===== src/rtl/mem_req_arbiter.sv =====
// rtl/mem_req_arbiter.sv - round-robin arbiter granting the flash transaction FSM to one crypto requester
module mem_req_arbiter #(
  parameter int NUM_REQ     = 2,
  parameter int TIMEOUT_CYC = 4096,
  localparam int GW         = (NUM_REQ > 1) ? $clog2(NUM_REQ) : 1
) (
  input  logic                  clk,
  input  logic                  rst_n,
  input  logic [NUM_REQ-1:0]    in_req_valid,
  input  logic [2*NUM_REQ-1:0]  in_req_opcode,
  input  logic [24*NUM_REQ-1:0] in_req_addr,
  output logic [NUM_REQ-1:0]    out_req_ack,
  output logic [NUM_REQ-1:0]    out_req_done,
  output logic [NUM_REQ-1:0]    out_req_err,
  input  logic [NUM_REQ-1:0]    in_req_wr_valid,
  input  logic [8*NUM_REQ-1:0]  in_req_wr_data,
  output logic [NUM_REQ-1:0]    out_req_wr_ready,
  output logic [NUM_REQ-1:0]    out_req_rd_valid,
  output logic [7:0]            out_req_rd_data,
  input  logic [NUM_REQ-1:0]    in_req_rd_ready,
  output logic                  out_cmd_valid,
  output logic [1:0]            out_cmd_opcode,
  output logic [23:0]           out_cmd_addr,
  input  logic                  in_fsm_cmd_ready,
  output logic                  out_wr_data_valid,
  output logic [7:0]            out_wr_data,
  input  logic                  in_fsm_data_ready,
  input  logic                  in_rd_data_valid,
  input  logic [7:0]            in_rd_data,
  output logic                  out_rd_ready,
  input  logic                  in_op_done,
  output logic [GW-1:0]         out_grant,
  output logic                  out_busy
);
  localparam int TW = $clog2(TIMEOUT_CYC + 1);
  localparam logic [TW-1:0] TIMER_MAX    = TW'(TIMEOUT_CYC);
  localparam logic [TW-1:0] TIMER_EXPIRE = TW'(TIMEOUT_CYC - 1);
  localparam logic [GW-1:0] LAST_IDX     = GW'(NUM_REQ - 1);

  typedef enum logic [1:0] {ST_ARB, ST_ISSUE, ST_BUSY, ST_RELEASE} state_t;

  state_t               state;
  logic [GW-1:0]        rr_ptr;
  logic [GW-1:0]        grant;
  logic [TW-1:0]        timer;
  logic [NUM_REQ-1:0]   grant_onehot;
  logic                 busy_st;
  logic                 win_found;
  logic [GW-1:0]        win_idx;
  logic [1:0]           win_opcode;
  logic [23:0]          win_addr;
  int                   win_dist;
  int                   cand_dist;

  // Winner is the valid requester with the smallest forward distance from rr_ptr.
  always_comb begin
    win_found = 1'b0;
    win_idx   = '0;
    win_dist  = NUM_REQ;
    cand_dist = 0;
    for (int i = 0; i < NUM_REQ; i++) begin
      cand_dist = i - int'(rr_ptr);
      if (cand_dist < 0) cand_dist = cand_dist + NUM_REQ;
      if (in_req_valid[i] && (cand_dist < win_dist)) begin
        win_found = 1'b1;
        win_idx   = GW'(i);
        win_dist  = cand_dist;
      end
    end
  end

  always_comb begin
    win_opcode = '0;
    win_addr   = '0;
    for (int i = 0; i < NUM_REQ; i++) begin
      if (win_idx == GW'(i)) begin
        win_opcode = in_req_opcode[2*i +: 2];
        win_addr   = in_req_addr[24*i +: 24];
      end
    end
  end

  always_comb begin
    grant_onehot = '0;
    for (int i = 0; i < NUM_REQ; i++) begin
      grant_onehot[i] = (grant == GW'(i));
    end
  end

  always_ff @(posedge clk) begin
    if (!rst_n) begin
      state          <= ST_ARB;
      rr_ptr         <= '0;
      grant          <= '0;
      timer          <= '0;
      out_cmd_valid  <= 1'b0;
      out_cmd_opcode <= '0;
      out_cmd_addr   <= '0;
      out_req_ack    <= '0;
      out_req_done   <= '0;
      out_req_err    <= '0;
    end else begin
      out_req_ack  <= '0;
      out_req_done <= '0;
      out_req_err  <= '0;
      case (state)
        ST_ARB: begin
          if (win_found) begin
            grant          <= win_idx;
            out_cmd_opcode <= win_opcode;
            out_cmd_addr   <= win_addr;
            out_cmd_valid  <= 1'b1;
            state          <= ST_ISSUE;
          end
        end
        // The FSM may still be booting, so no watchdog while waiting for acceptance.
        ST_ISSUE: begin
          if (in_fsm_cmd_ready) begin
            out_cmd_valid <= 1'b0;
            out_req_ack   <= grant_onehot;
            timer         <= '0;
            state         <= ST_BUSY;
          end
        end
        ST_BUSY: begin
          if (timer != TIMER_MAX) timer <= timer + TW'(1);
          if (in_op_done) begin
            out_req_done <= grant_onehot;
            state        <= ST_RELEASE;
          end else if (timer == TIMER_EXPIRE) begin
            out_req_err <= grant_onehot;
            state       <= ST_RELEASE;
          end
        end
        ST_RELEASE: begin
          rr_ptr <= (grant == LAST_IDX) ? '0 : grant + GW'(1);
          state  <= ST_ARB;
        end
        default: state <= ST_ARB;
      endcase
    end
  end

  assign busy_st = (state == ST_BUSY);

  always_comb begin
    out_wr_data_valid = 1'b0;
    out_wr_data       = '0;
    out_rd_ready      = 1'b0;
    for (int i = 0; i < NUM_REQ; i++) begin
      if (busy_st && grant_onehot[i]) begin
        out_wr_data_valid = in_req_wr_valid[i];
        out_wr_data       = in_req_wr_data[8*i +: 8];
        out_rd_ready      = in_req_rd_ready[i];
      end
    end
  end

  assign out_req_wr_ready = (busy_st && in_fsm_data_ready) ? grant_onehot : '0;
  assign out_req_rd_valid = (busy_st && in_rd_data_valid) ? grant_onehot : '0;
  assign out_req_rd_data  = in_rd_data;
  assign out_grant        = grant;
  assign out_busy         = (state != ST_ARB);

endmodule


===== config.mk =====
export PLATFORM = sky130hd
export DESIGN_NAME = mem_req_arbiter
export DESIGN_NICKNAME = d
export VERILOG_FILES = /design/src/rtl/mem_req_arbiter.sv
export SDC_FILE = /design/constraint.sdc
export NUM_CORES = 1
export LEC_CHECK = 0
export ABC_AREA = 1
export CELL_PAD_IN_SITES_DETAIL_PLACEMENT = 1
export CELL_PAD_IN_SITES_GLOBAL_PLACEMENT = 2
export CORE_MARGIN = 2
export CORE_UTILIZATION = 21
export CTS_CLUSTER_DIAMETER = 50
export CTS_CLUSTER_SIZE = 10
export DETAILED_ROUTE_END_ITERATION = 10
export MAX_ROUTING_LAYER = met4
export PLACE_DENSITY_LB_ADDON = 0.15
export SETUP_SLACK_MARGIN = 0.02
export SLEW_MARGIN = 10
export SYNTH_ARGS = -nofsm -noshare
export SYNTH_HDL_FRONTEND = slang
export SYNTH_SLANG_ARGS = --single-unit

===== constraint.sdc =====
create_clock -name clk -period 3.1 [get_ports clk]
set_input_delay 0.62 -clock clk [delete_from_list [all_inputs] [get_ports clk]]
set_output_delay 0.62 -clock clk [all_outputs]
set_load 0.05 [all_outputs]

Word-level counts from Yosys, hierarchy flattened
Index checks and enable logic that the tools add are counted.
{ "totals": {"in_bits": 88, "out_inout_bits": 57, "reg_bits": 50} }
{ "op_classes": {"n_bitwise": 4, "reduce_logical": 17, "muxes": 28, "order_cmp": 4, "eq_ne": 9, "n_addsub": 6} }
{ "ops": {"columns": ["operator", "n"], "rows": [
  ["$mux 32", 3],
  ["$lt 32x3->1 const B", 1],
  ["$lt 32x32->1", 1],
  ["$mux 13", 2],
  ["$pmux 13 s2", 1],
  ["$mux 24", 1],
  ["$mux 8", 2],
  ["$reduce_and 3->1", 5],
  ["$mux 2", 7],
  ["$add 13x1->13 const B", 1],
  ["$eq 13x12->1 const B", 1],
  ["$ne 13x13->1 const B", 1],
  ["$mux 1", 10],
  ["$add 2x3->4 const B", 2],
  ["$pmux 2 s4", 1],
  ["$logic_and 1x1->1", 6],
  ["$reduce_bool 2->1", 3],
  ["$eq 2x2->1 const B", 2],
  ["$lt 2x1->1 const B", 2],
  ["$ne 2x2->1 const B", 2],
  ["$not 1->1", 4],
  ["$reduce_or 4->1", 1],
  ["$sub 1x1->2 const A", 2],
  ["$ne 3x2->1 const B", 1],
  ["6 further kinds", 6]
]} }

Logic depth before layout (Yosys ltp)
{ "depth": {"word_depth": 11, "depth_mapped": 11, "ltp_nobuf": 11} }

Least setup slack after synthesis
OpenSTA, ideal clock, no wires.
{ "synth_timing": {"kind": "flip-flop to output port", "startpoint": "reg grant (netlist: out_grant)", "endpoint": "out out_req_rd_valid[1]", "arrival_time_ps": 1631, "required_ps": 2480, "stages_incl_launch_ff": 4, "slack_ps": 849, "path_cell_list": "dfxtp_1 > clkbuf_1 > nand2_1 > nor2_1"} }
{ "synth_via": {"elab_chain_len": 1} }
{ "synth_rtl": {"columns": ["element", "line_no", "source"], "rows": [
  ["start, declared", "44", "logic [GW-1:0] grant;"],
  ["start signal, assigned", "109", "grant <= win_idx;"],
  ["$mux 2", "160", "assign out_req_rd_valid = (busy_st && in_rd_data_valid) ? grant_onehot : '0;"],
  ["end, declared", "18", "output logic [NUM_REQ-1:0] out_req_rd_valid,"]
]} }
Every way passes these cells.

Worst setup path after layout
{ "layout_timing": {"startpoint": "reg state[0]", "endpoint": "out out_busy"} }
{ "layout_via": {"elab_chain_len": 1} }
{ "layout_rtl": {"columns": ["element", "line_no", "source"], "rows": [
  ["start, declared", "42", "state_t state;"],
  ["start signal, assigned", "92", "state <= ST_ARB;"],
  ["start signal, assigned", "113", "state <= ST_ISSUE;"],
  ["start signal, assigned", "122", "state <= ST_BUSY;"],
  ["$reduce_bool 2->1", "163", "assign out_busy = (state != ST_ARB);"],
  ["end, declared", "33", "output logic out_busy"]
]} }
Every way passes these cells.

==> flow_summary.rst <==
.. list-table::
   :header-rows: 1

   * - Metric
     - Value
   * - Status
     - finished, final reports clean
   * - Maximum buffer depth of the clock tree
     - 2
   * - Hold-fix buffers at CTS
     - 0
   * - Crit path time final
     - around 2.6 ns
   * - Clock Latency Late Sink
     - around 0.30 ns
   * - Vertical die dimension
     - 121 um
   * - Number of enable flip-flop cells after synthesis
     - 0
   * - Distinct cell type count of the synthesized netlist
     - 28
   * - I/O pin count
     - 145
   * - Largest cells by area after synthesis
     - dfxtp_1 (35%), nand2_1 (20%), nor2_1 (11%), nand3_1 (6.3%), o21ai_0 (6.3%)
   * - Vias in the first global route
     - roughly 3500
   * - Mapped Area
     - 2860 um^2
   * - Worst-case headroom to the max-slew limit
     - 62.9%
   * - Max_cap viols
     - 0
   * - Max Fanout on Critical Path
     - 5
   * - Synthesized net count
     - 553
   * - Total number of placement rows
     - 42
   * - Total power density per cell area
     - roughly 750 nW/um^2
   * - Fraction of synthesis flops using an asynchronous set or reset pin
     - 0%
   * - HPWL after DPL
     - between 7000 and 8000 um
   * - Required time worst endpoint
     - ~2.5 ns
   * - Remaining Overflow, GRT
     - 0
   * - Fraction of the cycle the final worst path needs
     - a little over four fifths
   * - Area grow syn2layout
     - 52.7%
   * - Kind of capture point of the worst setup path
     - output port
   * - Core Footprint
     - approximately 13000 um^2
   * - TritonCTS clock tree
     - yes
   * - Die span in x
     - 121 um
   * - Total of buffers placed on input and output ports
     - 128
   * - Initial Utilization
     - around 22%
   * - Critical path launch point type
     - register
   * - Clock transition time at the flip-flop clock pins of the worst setup and hold paths
     - around 0.070 ns
   * - First-pass GRT wire length
     - around 17000 um
   * - Maximum vdd ir drop
     - around 0.24 mV
   * - Number of gates given a new drive strength after cts
     - 0
   * - Total via count after detailed routing
     - ~3200
   * - Path type of the worst setup path
     - reg -> out
   * - Tightest Hold Check Type
     - reg -> reg
   * - Net Sw Power
     - between 0.0015 and 0.002 W
   * - Portion of total power attributed to sequential cells
     - a little over a quarter
   * - Number of warning messages in the yosys log
     - 0
   * - Root Driver
     - clkbuf_16
   * - Slew of the pin with the lowest slew margin
     - roughly 0.55 ns
   * - Via density per instance
     - 4.29
   * - Internal power
     - between 0.0015 and 0.002 W
   * - Fin. Hold Viols
     - 0
   * - Setup Slack @ Placement
     - between 0.8 and 0.9 ns
   * - TNS Setup
     - 0 ns
   * - Number of DRC markers after the initial detailed-route iteration
     - between 60 and 70
   * - Final weighted congestion of routability-driven global placement
     - just over 0.7
   * - Sw frac
     - approximately half
   * - Total setup buffers inserted after CTS
     - 0
   * - Highest clock rate
     - 384 MHz
   * - Fraction of final layout cells sized beyond drive strength 1
     - about 8%
   * - Combinational power share
     - 56.0%
   * - Final net count
     - around 670
   * - DIE AREA
     - 14500 um^2
   * - Final Max Tran Viols
     - 0
   * - Setup clock skew after layout
     - ~0.0062 ns
   * - GRT Total Usage
     - between 10 and 15%
   * - Count of mapped cells out of synthesis
     - 459
   * - DRC
     - 0
   * - Mean instance size in the synthesized netlist
     - just over 6 um^2
   * - Antenna diodes
     - 0
   * - H-Tree Level Count
     - 2
   * - Num Clock Sinks
     - 50
   * - Count of state elements after synthesis
     - 50
   * - Number of clock buffers inserted by TritonCTS
     - 5
   * - Antenna Violating Nets Remaining
     - 0
   * - Iteration count of the initial detailed-routing pass
     - 4
   * - Dominant register cell in the synthesized netlist
     - dfxtp_1
   * - Seq/Total Area, Yosys
     - about a third
   * - WL per Instance
     - 13.2 um
   * - Final Worst Setup Slack
     - approximately 0.50 ns
   * - Crit path DAT
     - roughly 2.0 ns
   * - Biggest area consumer among synthesized cells
     - dfxtp_1
   * - Leakage dissipation
     - roughly 2 nW
   * - Pin count of the biggest net entering global routing
     - 32
   * - Final setup violation count
     - 0
   * - Initial antenna violation count
     - 0
   * - Fraction of post-synthesis cell area in the top cell type by area
     - a little over a third
   * - Final wirelength
     - 9880 um
   * - Setup repair after global routing missed its margin
     - no
   * - Share of total power in the clock network
     - 17.6%
-- area by class of cell --
class / count / area [um^2]
fillers: 1705 / 8880
multi-input cells: 346 / 1560
repair buffers: 133 / 1280
flip-flops and latches: 50 / 1000
well taps: 176 / 220
inverters: 37 / 144
clock buffers: 6 / 139
clock inverters: 2 / 12.5
-- cell families (layout without fill, tap and decap cells) --
logic type / Yosys count / count (layout) / synth area share (%)
compound gates: 48 / 48 / 9.07
xor+xnor: 2 / 2 / 0.614
fa+ha+maj: 6 / 6 / 2.63
buf+inv: 63 / 178 / 10.3
flops: 50 / 50 / 35.1
simple gates: 290 / 290 / 42.3
-- metal layers --
metal | vias to the layer above | part of all wire, % | track usage (%)
met4 | 0 | 1.2 | 4.43
li1 | 1647 | - | -
met1 | 1470 | 45 | 17.1
met5 | - | 0 | -
met3 | 10 | 7.2 | 3.87
met2 | 89 | 47 | 24.9
-- per-stage QoR --
step | power, W | util (%) | instance area [um^2] | hold slack [ns] | instances
final | 0.00327 | 32.9 | 4360 | 0.498 | 750
after global routing | 0.00351 | 32.9 | 4360 | 0.543 | 750
after CTS | 0.00334 | 32.9 | 4360 | 0.505 | 750
after detailed placement | 0.00273 | 31.8 | 4210 | 0.485 | 742
after global placement | 0.00272 | 31.8 | 4210 | 0.484 | 742
after floorplan | 0.00213 | - | 2860 | 0.455 | 459
-- cell usage in the layout (no fill, tap or decap), types with 2 or more instances in the layout --
master,count
inv_1,32
clkbuf_16,5
nand2_2,4
inv_2,3
clkdlybuf4s50_1,114
inv_4,2
nand4_1,2
nand2_4,2
nand3_1,36
xor2_1,2
nand3b_1,2
dfxtp_1,50
nor3_1,3
nor2_2,3
a21oi_1,9
o21ai_0,36
buf_4,19
nand2_1,151
nor2_1,84
ha_1,6
-- critical path, cell delays in order (launching register included) --
cell,delay (ns)
dfxtp_1,0.39
inv_1,0.09
ha_1,0.28
inv_2,0.11
clkdlybuf4s50_1,0.82
-- sequential cells by signal, summed over array words and instances (netlist names) --
register / cells
state: 2
out_cmd_addr: 24
timer: 13
out_grant: 1
out_cmd_opcode: 2
out_req_err: 2
rr_ptr: 1
out_req_ack: 2
out_cmd_valid: 1
out_req_done: 2
-- power by group through the flow --
stage                     registers, W  logic [W]  clock network (W)
after floorplan                0.00127   0.000863                  0
after global placement        0.000873    0.00185                  0
after detailed placement      0.000874    0.00186                  0
after CTS                     0.000866    0.00187           0.000603
after global routing          0.000884    0.00200           0.000624
final                         0.000864    0.00183           0.000574
-- synthesized netlist by cell type, types with 4 or more instances --
cell type / n
inv_1: 32
nor2_1: 84
buf_2: 6
ha_1: 6
dfxtp_1: 50
nand2_2: 4
clkbuf_1: 6
nand2_1: 151
buf_4: 12
o21ai_0: 36
nand3_1: 36
a21oi_1: 9
-- path summary, 6_finish.rpt --
check                              from                         end  slack, ns  cells past startpoint
min reg2reg  out_cmd_valid$_SDFFE_PN0P_  out_cmd_valid$_SDFFE_PN0P_       0.50                      2
max reg2reg       state[0]$_SDFFE_PN0P_      timer[11]$_SDFFE_PN0P_       1.28                     10
max               state[0]$_SDFFE_PN0P_                    out_busy       0.50                      4
min          out_cmd_valid$_SDFFE_PN0P_  out_cmd_valid$_SDFFE_PN0P_       0.50                      2
(Power assumes the default switching activity.)
